$ cat src/rtl/nt_pkg.sv
// Shared types for the neighbor-table read side: the entry record, table
// sizing constants and the reader state encoding.
package nt_pkg;

  localparam int NT_ENTRIES    = 32;
  localparam int NT_IDX_WIDTH  = $clog2(NT_ENTRIES);
  localparam int NT_WORD_WIDTH = 16;

  typedef struct packed {
    logic [NT_WORD_WIDTH-1:0] nodeID;
    logic [NT_WORD_WIDTH-1:0] hops;
    logic [NT_WORD_WIDTH-1:0] QValue;
    logic [NT_WORD_WIDTH-1:0] energy;
    logic [NT_WORD_WIDTH-1:0] CHHops;
    logic                     valid;
  } nt_entry_t;

  typedef enum logic [1:0] {
    NT_IDLE,
    NT_SCAN,
    NT_DONE
  } nt_state_e;

  // A neighbor with a drained battery is never a usable next hop.
  function automatic logic nt_eligible(input nt_entry_t e);
    return e.valid && (e.energy != '0);
  endfunction

endpackage

$ cat src/rtl/nt_entry_compare.sv
// Ranks a candidate neighbor against the incumbent: higher QValue wins,
// equal QValue falls back to fewer hops; a full tie keeps the incumbent.
module nt_entry_compare
  import nt_pkg::*;
#(
  parameter int WORD_WIDTH = NT_WORD_WIDTH
) (
  input  logic [WORD_WIDTH-1:0] cand_qvalue,
  input  logic [WORD_WIDTH-1:0] cand_hops,
  input  logic [WORD_WIDTH-1:0] inc_qvalue,
  input  logic [WORD_WIDTH-1:0] inc_hops,
  output logic                  cand_better
);

  always_comb begin
    cand_better = (cand_qvalue > inc_qvalue) ||
                  ((cand_qvalue == inc_qvalue) && (cand_hops < inc_hops));
  end

endmodule

$ cat src/rtl/neighbor_table_reader.sv
// Walks every neighbor-table entry once per start request and reports the
// best eligible next hop plus the number of eligible neighbors.
module neighbor_table_reader
  import nt_pkg::*;
#(
  parameter int WORD_WIDTH  = NT_WORD_WIDTH,
  parameter int NUM_ENTRIES = NT_ENTRIES,
  parameter int IDX_WIDTH   = NT_IDX_WIDTH
) (
  input  logic                  clk,
  input  logic                  nrst,
  input  logic                  start,
  input  logic                  abort,
  output logic [IDX_WIDTH-1:0]  rd_idx,
  input  logic                  rd_valid,
  input  logic [WORD_WIDTH-1:0] rd_nodeID,
  input  logic [WORD_WIDTH-1:0] rd_nodeHops,
  input  logic [WORD_WIDTH-1:0] rd_nodeQValue,
  input  logic [WORD_WIDTH-1:0] rd_nodeEnergy,
  input  logic [WORD_WIDTH-1:0] rd_nodeCHHops,
  output logic                  busy,
  output logic                  done,
  output logic                  best_found,
  output logic [IDX_WIDTH-1:0]  best_idx,
  output logic [WORD_WIDTH-1:0] best_nodeID,
  output logic [WORD_WIDTH-1:0] best_QValue,
  output logic [WORD_WIDTH-1:0] best_hops,
  output logic [WORD_WIDTH-1:0] best_CHHops,
  output logic [IDX_WIDTH:0]    valid_count
);

  localparam logic [IDX_WIDTH-1:0] LAST_IDX = IDX_WIDTH'(NUM_ENTRIES - 1);

  nt_state_e               state_q, state_d;
  logic [IDX_WIDTH-1:0]    rd_idx_q, rd_idx_d;
  logic                    busy_q, busy_d;
  logic                    done_q, done_d;
  logic                    best_found_q, best_found_d;
  logic [IDX_WIDTH-1:0]    best_idx_q, best_idx_d;
  logic [WORD_WIDTH-1:0]   best_id_q, best_id_d;
  logic [WORD_WIDTH-1:0]   best_qvalue_q, best_qvalue_d;
  logic [WORD_WIDTH-1:0]   best_hops_q, best_hops_d;
  logic [WORD_WIDTH-1:0]   best_chhops_q, best_chhops_d;
  logic [IDX_WIDTH:0]      valid_count_q, valid_count_d;

  nt_entry_t cand;
  logic      cand_better;

  always_comb begin
    cand = '{nodeID: rd_nodeID, hops: rd_nodeHops, QValue: rd_nodeQValue,
             energy: rd_nodeEnergy, CHHops: rd_nodeCHHops, valid: rd_valid};
  end

  nt_entry_compare #(.WORD_WIDTH(WORD_WIDTH)) u_compare (
    .cand_qvalue (cand.QValue),
    .cand_hops   (cand.hops),
    .inc_qvalue  (best_qvalue_q),
    .inc_hops    (best_hops_q),
    .cand_better (cand_better)
  );

  always_comb begin
    state_d       = state_q;
    rd_idx_d      = rd_idx_q;
    busy_d        = 1'b0;
    done_d        = 1'b0;
    best_found_d  = best_found_q;
    best_idx_d    = best_idx_q;
    best_id_d     = best_id_q;
    best_qvalue_d = best_qvalue_q;
    best_hops_d   = best_hops_q;
    best_chhops_d = best_chhops_q;
    valid_count_d = valid_count_q;

    unique case (state_q)
      NT_IDLE: begin
        if (start) begin
          state_d       = NT_SCAN;
          busy_d        = 1'b1;
          rd_idx_d      = '0;
          valid_count_d = '0;
          best_found_d  = 1'b0;
          best_idx_d    = '0;
          best_id_d     = '0;
          best_qvalue_d = '0;
          best_hops_d   = '0;
          best_chhops_d = '0;
        end
      end
      NT_SCAN: begin
        // Abort wins over everything, so the entry read this cycle never counts.
        if (abort) begin
          state_d       = NT_IDLE;
          best_found_d  = 1'b0;
          valid_count_d = '0;
        end else begin
          if (nt_eligible(cand)) begin
            valid_count_d = valid_count_q + (IDX_WIDTH+1)'(1);
            if (!best_found_q || cand_better) begin
              best_found_d  = 1'b1;
              best_idx_d    = rd_idx_q;
              best_id_d     = cand.nodeID;
              best_qvalue_d = cand.QValue;
              best_hops_d   = cand.hops;
              best_chhops_d = cand.CHHops;
            end
          end
          if (rd_idx_q == LAST_IDX) begin
            state_d = NT_DONE;
            done_d  = 1'b1;
          end else begin
            rd_idx_d = rd_idx_q + IDX_WIDTH'(1);
            busy_d   = 1'b1;
          end
        end
      end
      NT_DONE: begin
        state_d = NT_IDLE;
      end
      default: begin
        state_d = NT_IDLE;
      end
    endcase
  end

  always_ff @(posedge clk or posedge nrst) begin
    if (nrst) begin
      state_q       <= NT_IDLE;
      rd_idx_q      <= '0;
      busy_q        <= 1'b0;
      done_q        <= 1'b0;
      best_found_q  <= 1'b0;
      best_idx_q    <= '0;
      best_id_q     <= '0;
      best_qvalue_q <= '0;
      best_hops_q   <= '0;
      best_chhops_q <= '0;
      valid_count_q <= '0;
    end else begin
      state_q       <= state_d;
      rd_idx_q      <= rd_idx_d;
      busy_q        <= busy_d;
      done_q        <= done_d;
      best_found_q  <= best_found_d;
      best_idx_q    <= best_idx_d;
      best_id_q     <= best_id_d;
      best_qvalue_q <= best_qvalue_d;
      best_hops_q   <= best_hops_d;
      best_chhops_q <= best_chhops_d;
      valid_count_q <= valid_count_d;
    end
  end

  assign rd_idx      = rd_idx_q;
  assign busy        = busy_q;
  assign done        = done_q;
  assign best_found  = best_found_q;
  assign best_idx    = best_idx_q;
  assign best_nodeID = best_id_q;
  assign best_QValue = best_qvalue_q;
  assign best_hops   = best_hops_q;
  assign best_CHHops = best_chhops_q;
  assign valid_count = valid_count_q;

endmodule

$ cat config.mk
export PLATFORM = sky130hd
export DESIGN_NAME = neighbor_table_reader
export DESIGN_NICKNAME = d
export VERILOG_FILES = /design/src/rtl/nt_pkg.sv /design/src/rtl/nt_entry_compare.sv /design/src/rtl/neighbor_table_reader.sv
export SDC_FILE = /design/constraint.sdc
export NUM_CORES = 1
export LEC_CHECK = 0
export CORE_UTILIZATION = 49
export CTS_CLUSTER_SIZE = 10
export DETAILED_ROUTE_END_ITERATION = 12
export MAX_ROUTING_LAYER = met4
export PLACE_DENSITY = 0.86
export SLEW_MARGIN = 20
export SYNTH_ARGS = -nofsm -noshare
export SYNTH_HDL_FRONTEND = slang
export SYNTH_HIERARCHICAL = 1
export SYNTH_SLANG_ARGS = --single-unit
$ cat constraint.sdc
create_clock -name clk -period 5.9 [get_ports clk]
set_input_delay 1.18 -clock clk [delete_from_list [all_inputs] [get_ports clk]]
set_output_delay 1.18 -clock clk [all_outputs]
set_load 0.03 [all_outputs]
==> flow_metrics.py, run 1 <==
metrics = {
    "yosys": {
        "synth_commonest_cells": "nand2_1, dfrtp_1, mux2i_1",
        "synth_fp_nets": 621,
        "yosysUniqueCellTypes": 50,
        "synth-seq-area-share_pct": 44.4,
        "synth_edf_count": 0,
        "yosysMostFrequentCell": "nand2_1",
        "synth_cells": 502,
        "ys_top_cells_by_area": "dfrtp_1, mux2i_1, nand2_1",
        "synth_top_area_share_pct": 44.4,
        "ys_seq_elements": 85,
        "yosysWarnings": 6,
        "syn_area_mm2": 0.00479,
        "avgSynthCellArea_um2": 9.55,
        "ys.flop_type": "dfrtp_1",
        "ys_async_sr_fraction_pct": 100,
        "synth_top_area_cell": "dfrtp_1",
    },
    "setup_path": {
        "crit_fanout": 43,
        "r2r_slack_ps": 2460,
        "endpoint_kind": "register",
        "r2r-end": "best_CHHops[6]$_DFFE_PP0P_",
        "critical_path_arrival_ps": 4540,
        "startpoint_type": "input pin",
        "crit_path_start": "rd_nodeQValue[11]",
        "worstSetupPathType": "input pin to register",
        "worstPathRequired_ps": 6150,
        "r2r_start": "best_QValue[14]$_DFFE_PP0P_",
        "reg2regPathDepth": 11,
    },
    "hold_path": {
        "holdCritPathClass": "register to register",
        "min_to": "best_nodeID[0]$_DFFE_PP0P_",
        "holdPathStages": 2,
        "hold_start": "best_nodeID[0]$_DFFE_PP0P_",
    },
    "final_layout": {
        "drive_gt1_share_pct": 5.42,
        "nNetsFinal": 778,
        "instances_no_fill": 793,
        "syn_to_final_growth_pct": 41.4,
        "num_antenna_cells": 0,
    },
    "global_route": {
        "grt_max_degree": 71,
        "grt_pass1_vias": 4207,
        "grt_usage_pct": 25.7,
        "overflow": 0,
        "grt_antenna_before_repair": 0,
        "grt_pass1_wl_mm": 19.8,
    },
    "power_and_ir_drop": {
        "peakVddDrop_mv": 0.298,
        "total_power_uw": 3160,
        "p_per_area_mw_per_mm2": 467,
        "p_leak_uw": 0.00296,
    },
    "timing": {
        "max_freq_ghz": 0.233,
        "setup_tns_ps": 0,
        "fin_crit_sh_pct": 72.6,
        "finalSetupViolCount": 0,
        "final_max_slew_viol_count": 0,
        "final-hold-violation-count": 0,
        "rsz0062_at_grt": "no",
        "tightest_slew_ps": 757,
        "period_needed_ps": 4280,
        "timing.hold.ws_ps": 528,
        "fin_skew_ps": 11.9,
        "relSlewSlack_pct": 49.5,
    },
    "clock_tree": {
        "cts_buffers": 9,
        "postCtsSetupRepairBufs": 0,
        "cts_buffer_depth": 2,
        "post_cts_resized": 0,
        "cts_tree": "built",
        "path_clk_slew_ps": 80,
        "clk_latency_ps": 340,
        "cts_hold_buf": 0,
        "cts_sinks": 85,
        "htreeDepth": 3,
        "cts-root-buf": "clkbuf_8",
    },
    "run_status": {
        "status": "finished clean",
    },
    "routing": {
        "vias": 4133,
        "wl_per_cell_um": 15.6,
        "drtIter0Drc": 175,
        "ant_nets": 0,
        "totalWireLength_mm": 12.4,
        "drt_first_pass_iters": 4,
        "drcViolationCount": 0,
        "via_per_inst": 5.21,
    },
    "die": {
        "core-area_mm2": 0.00937,
        "row_count": 35,
        "io_pins": 168,
        "die_area_mm2": 0.0102,
        "die_w_um": 101,
        "die-height_um": 101,
        "start_util_pct": 51.1,
    },
    "placed_design": {
        "place_hpwl_mm": 9.02,
        "place_congestion": 0.857,
        "io_buffers": 167,
        "place_inst": 777,
    },
    "run": {
        "cap_viol_max_count": 0,
    },
}
## state kept, by name, indices dropped and copies added (netlist names)
| register | flops |
|---|---|
| best_CHHops | 16 |
| best_QValue | 16 |
| best_hops | 16 |
| best_nodeID | 16 |
| valid_count | 6 |
| best_idx | 5 |
| rd_idx | 5 |
| state_q | 2 |
| best_found | 1 |
| busy | 1 |
| done | 1 |
## critical path: stages
cell and delay, ps:
clkdlybuf4s50_1 440, ha_1 330, nand4_1 140, or4_1 530
or4_1 410, o211a_1 130, a21oi_1 110, o21ai_0 110
nor3b_2 220, buf_4 610, mux2i_1 300
## kinds of logic after synthesis
logic type,synth area share [%]
simple gates,19.5
flops,44.4
mux,14.9
buf+inv,6.13
compound gates,6.08
fa+ha+maj,8.88
xor+xnor,0.183
## per-stage QoR
step                      area [um^2]  setup slack, ps  utilization (%)
after detailed placement         6530             1290             69.7
after global routing             6780             1470             72.3
after global placement           6530             1400             69.7
after CTS                        6780             1640             72.3
final                            6780             1620             72.3
after floorplan                  4790             2210                -
## power breakdown
group / internal [uW] / switching [uW]
clock network: 292 / 211
logic: 704 / 1010
registers: 784 / 160
total: 1780 / 1380
## per-layer routing
| layer | vias to the layer above | track usage (%) | share of wire, % |
|---|---|---|---|
| li1 | 1993 | - | - |
| met1 | 1968 | 31.4 | 43 |
| met2 | 147 | 44.1 | 50 |
| met3 | 25 | 2.98 | 4.7 |
| met4 | 0 | 9.36 | 2.3 |
| met5 | - | - | 0 |
## final cells by class
class	count	area, um^2
Inverter	38	144
Clock inverter	6	110
Multi-Input combinational cell	353	2390
Clock buffer	10	138
Sequential cell	85	2130
Fill cell	712	2590
Tap cell	129	161
Timing Repair Buffer	172	1710
## cells in the final DEF, fill, tap and decap left out, drive strengths merged, types with 6 or more instances in the layout
cell / synthesis / routed
clkdlybuf4s50: 0 / 167
nand2: 152 / 152
dfrtp: 85 / 85
mux2i: 70 / 70
inv: 38 / 37
ha: 34 / 34
a21oi: 15 / 15
o21ai: 12 / 12
clkbuf: 14 / 10
nand3: 7 / 7
nand4: 6 / 6
## worst max-delay path by stage
| stage | slack, ps | end | cells after the start |
|---|---|---|---|
| after floorplan | 2210 | best_QValue[10]$_DFFE_PP0P_ | 12 |
| after global placement | 1400 | best_CHHops[11]$_DFFE_PP0P_ | 11 |
| after detailed placement | 1290 | best_CHHops[6]$_DFFE_PP0P_ | 11 |
| after CTS | 1640 | best_CHHops[6]$_DFFE_PP0P_ | 11 |
| after global routing | 1470 | best_QValue[4]$_DFFE_PP0P_ | 11 |
| final | 1620 | best_CHHops[6]$_DFFE_PP0P_ | 11 |
Note: power is estimated with default switching activity, not from simulation.
==> run 2: changes to the inputs <==
--- a/config.mk
+++ b/config.mk
@@ -5,11 +5,11 @@
 export SDC_FILE = /design/constraint.sdc
 export NUM_CORES = 1
 export LEC_CHECK = 0
-export CORE_UTILIZATION = 49
+export CORE_UTILIZATION = 41
 export CTS_CLUSTER_SIZE = 10
 export DETAILED_ROUTE_END_ITERATION = 12
 export MAX_ROUTING_LAYER = met4
-export PLACE_DENSITY = 0.86
+export PLACE_DENSITY = 0.77
 export SLEW_MARGIN = 20
 export SYNTH_ARGS = -nofsm -noshare
 export SYNTH_HDL_FRONTEND = slang
==> constraint.sdc (replaced) <==
create_clock -name clk -period 3.5 [get_ports clk]
set_input_delay 0.7 -clock clk [delete_from_list [all_inputs] [get_ports clk]]
set_output_delay 0.7 -clock clk [all_outputs]
set_load 0.03 [all_outputs]
==> flow_metrics.py, run 2 (same netlist as run 1, synthesis figures left out) <==
metrics = {
    "power_and_ir_drop": {
        "p_leak_uw": 0.00324,
        "total_power_uw": 5720,
        "peakVddDrop_mv": 0.511,
        "p_per_area_mw_per_mm2": 787,
    },
    "setup_path": {
        "r2r_start": "best_QValue[8]$_DFFE_PP0P_",
        "startpoint_type": "input pin",
        "crit_fanout": 8,
        "endpoint_kind": "register",
        "worstSetupPathType": "input pin to register",
        "reg2regPathDepth": 12,
        "crit_path_start": "rd_nodeQValue[11]",
        "worstPathRequired_ps": 3750,
        "r2r_slack_ps": 310,
        "critical_path_arrival_ps": 3530,
    },
    "global_route": {
        "grt_pass1_wl_mm": 19.8,
        "grt_usage_pct": 21.9,
        "grt_max_degree": 70,
        "overflow": 0,
        "grt_pass1_vias": 4261,
        "grt_antenna_before_repair": 0,
    },
    "placed_design": {
        "pre_cts_slack_ps": -353,
        "io_buffers": 167,
        "place_congestion": 0.796,
        "place_hpwl_mm": 9.28,
        "place_inst": 800,
    },
    "final_layout": {
        "multi_input_area_mm2": 0.00248,
        "fillers": 957,
        "layout_common_cells": "clkdlybuf4s50_1, nand2_1, dfrtp_1",
        "drive_gt1_share_pct": 8.66,
        "instances_no_fill": 824,
        "final_core_util_pct": 63.7,
        "syn_to_final_growth_pct": 51.7,
        "regArea_mm2": 0.00213,
        "nNetsFinal": 796,
        "num_antenna_cells": 0,
        "mostFrequentLayoutCell": "clkdlybuf4s50_1",
    },
    "timing": {
        "timing.hold.ws_ps": 527,
        "relSlewSlack_pct": 50.5,
        "final_max_slew_viol_count": 0,
        "fin_skew_ps": 4.89,
        "finalSetupViolCount": 0,
        "tightest_slew_ps": 742,
        "period_needed_ps": 3280,
        "max_freq_ghz": 0.305,
        "rsz0062_at_grt": "no",
        "final-hold-violation-count": 0,
        "fin_crit_sh_pct": 93.8,
        "layout_setup_ws_ps": 218,
    },
    "routing": {
        "ant_nets": 0,
        "drt_first_pass_iters": 4,
        "drtIter0Drc": 218,
        "via_per_inst": 5.17,
        "wl_per_cell_um": 16.3,
        "drcViolationCount": 0,
        "vias": 4261,
        "totalWireLength_mm": 13.4,
    },
    "hold_path": {
        "holdPathStages": 2,
        "holdCritPathClass": "register to register",
        "hold_start": "best_nodeID[2]$_DFFE_PP0P_",
    },
    "run_status": {
        "status": "finished clean",
    },
    "die": {
        "core-area_mm2": 0.0114,
        "die_w_um": 110,
        "row_count": 39,
        "start_util_pct": 42.0,
        "io_pins": 168,
        "die-height_um": 110,
        "die_area_mm2": 0.0121,
    },
    "clock_tree": {
        "path_clk_slew_ps": 60,
        "cts_sinks": 85,
        "cts-root-buf": "clkbuf_16",
        "cts_buffers": 9,
        "cts_buffer_depth": 2,
        "cts_hold_buf": 0,
        "htreeDepth": 3,
        "cts_tree": "built",
        "clk_latency_ps": 330,
    },
    "run": {
        "cap_viol_max_count": 0,
    },
}
[run 2: changes by cell type in the layout (fill, tap and decap cells not counted), moves of 7 or more]
cell,delta
clkbuf_16,+15
clkdlybuf4s50_1,-12
dlymetal6s2s_1,+12
clkbuf_8,-8
ha_1,-7
ha_4,+7
[run 2: power by group]
part / internal [uW] / switching (uW)
Clock: 589 / 366
Sequential: 1320 / 264
Combinational: 1390 / 1790
Total: 3300 / 2420
[run 2: final timing paths]
| kind | end |
|---|---|
| setup / recovery | best_nodeID[14]$_DFFE_PP0P_ |
| hold / removal | best_nodeID[2]$_DFFE_PP0P_ |
| setup reg to reg | best_nodeID[14]$_DFFE_PP0P_ |
| hold reg to reg | best_nodeID[2]$_DFFE_PP0P_ |
| max in group asynchronous | best_hops[1]$_DFFE_PP0P_ |
| min in group asynchronous | best_hops[6]$_DFFE_PP0P_ |
[run 2: worst max-delay path, stage by stage]
cell and delay, ps:
dlymetal6s2s_1 150, ha_4 280, nand4_1 150, or4_4 540, or4_1 510, o211a_1 140, a21oi_2 100, o21ai_1 70
nor3b_2 260, buf_6 240, buf_12 160, mux2i_1 210
[run 2: layout make-up]
cell class                      instances  area share [%]
Timing Repair Buffer                  190            28.1
Sequential cell                        85            29.3
Multi-Input combinational cell        353            34.1
Inverter                               38            1.98
Tap cell                              143            2.46
Clock inverter                          1           0.413
Clock buffer                           14            3.63
[run 2: layer usage]
layer  part of all wire, %  up-vias  GRT usage (%)  wire length (um)
li1                      -     2038              -                 -
met5                     0        -              -                 0
met3                   5.3       21           4.64               716
met2                    52      134           38.0              6980
met4                   1.5        0           6.86               198
met1                    41     2068           25.3              5540
[run 2: per-stage QoR]
step,cell area [um^2],setup TNS (ps)
after floorplan,4790,0
after global placement,6660,-15960
after detailed placement,6660,-20870
after CTS,6970,0
after global routing,7270,0
final,7270,0
[run 2: timing repair]
action | in CTS | in global routing
setup buffers | 0 | 0
gates resized for setup | 2 | 25
pin swaps | 0 | 14
cloned | 0 | 9
setup endpoints to repair | 7 | 69
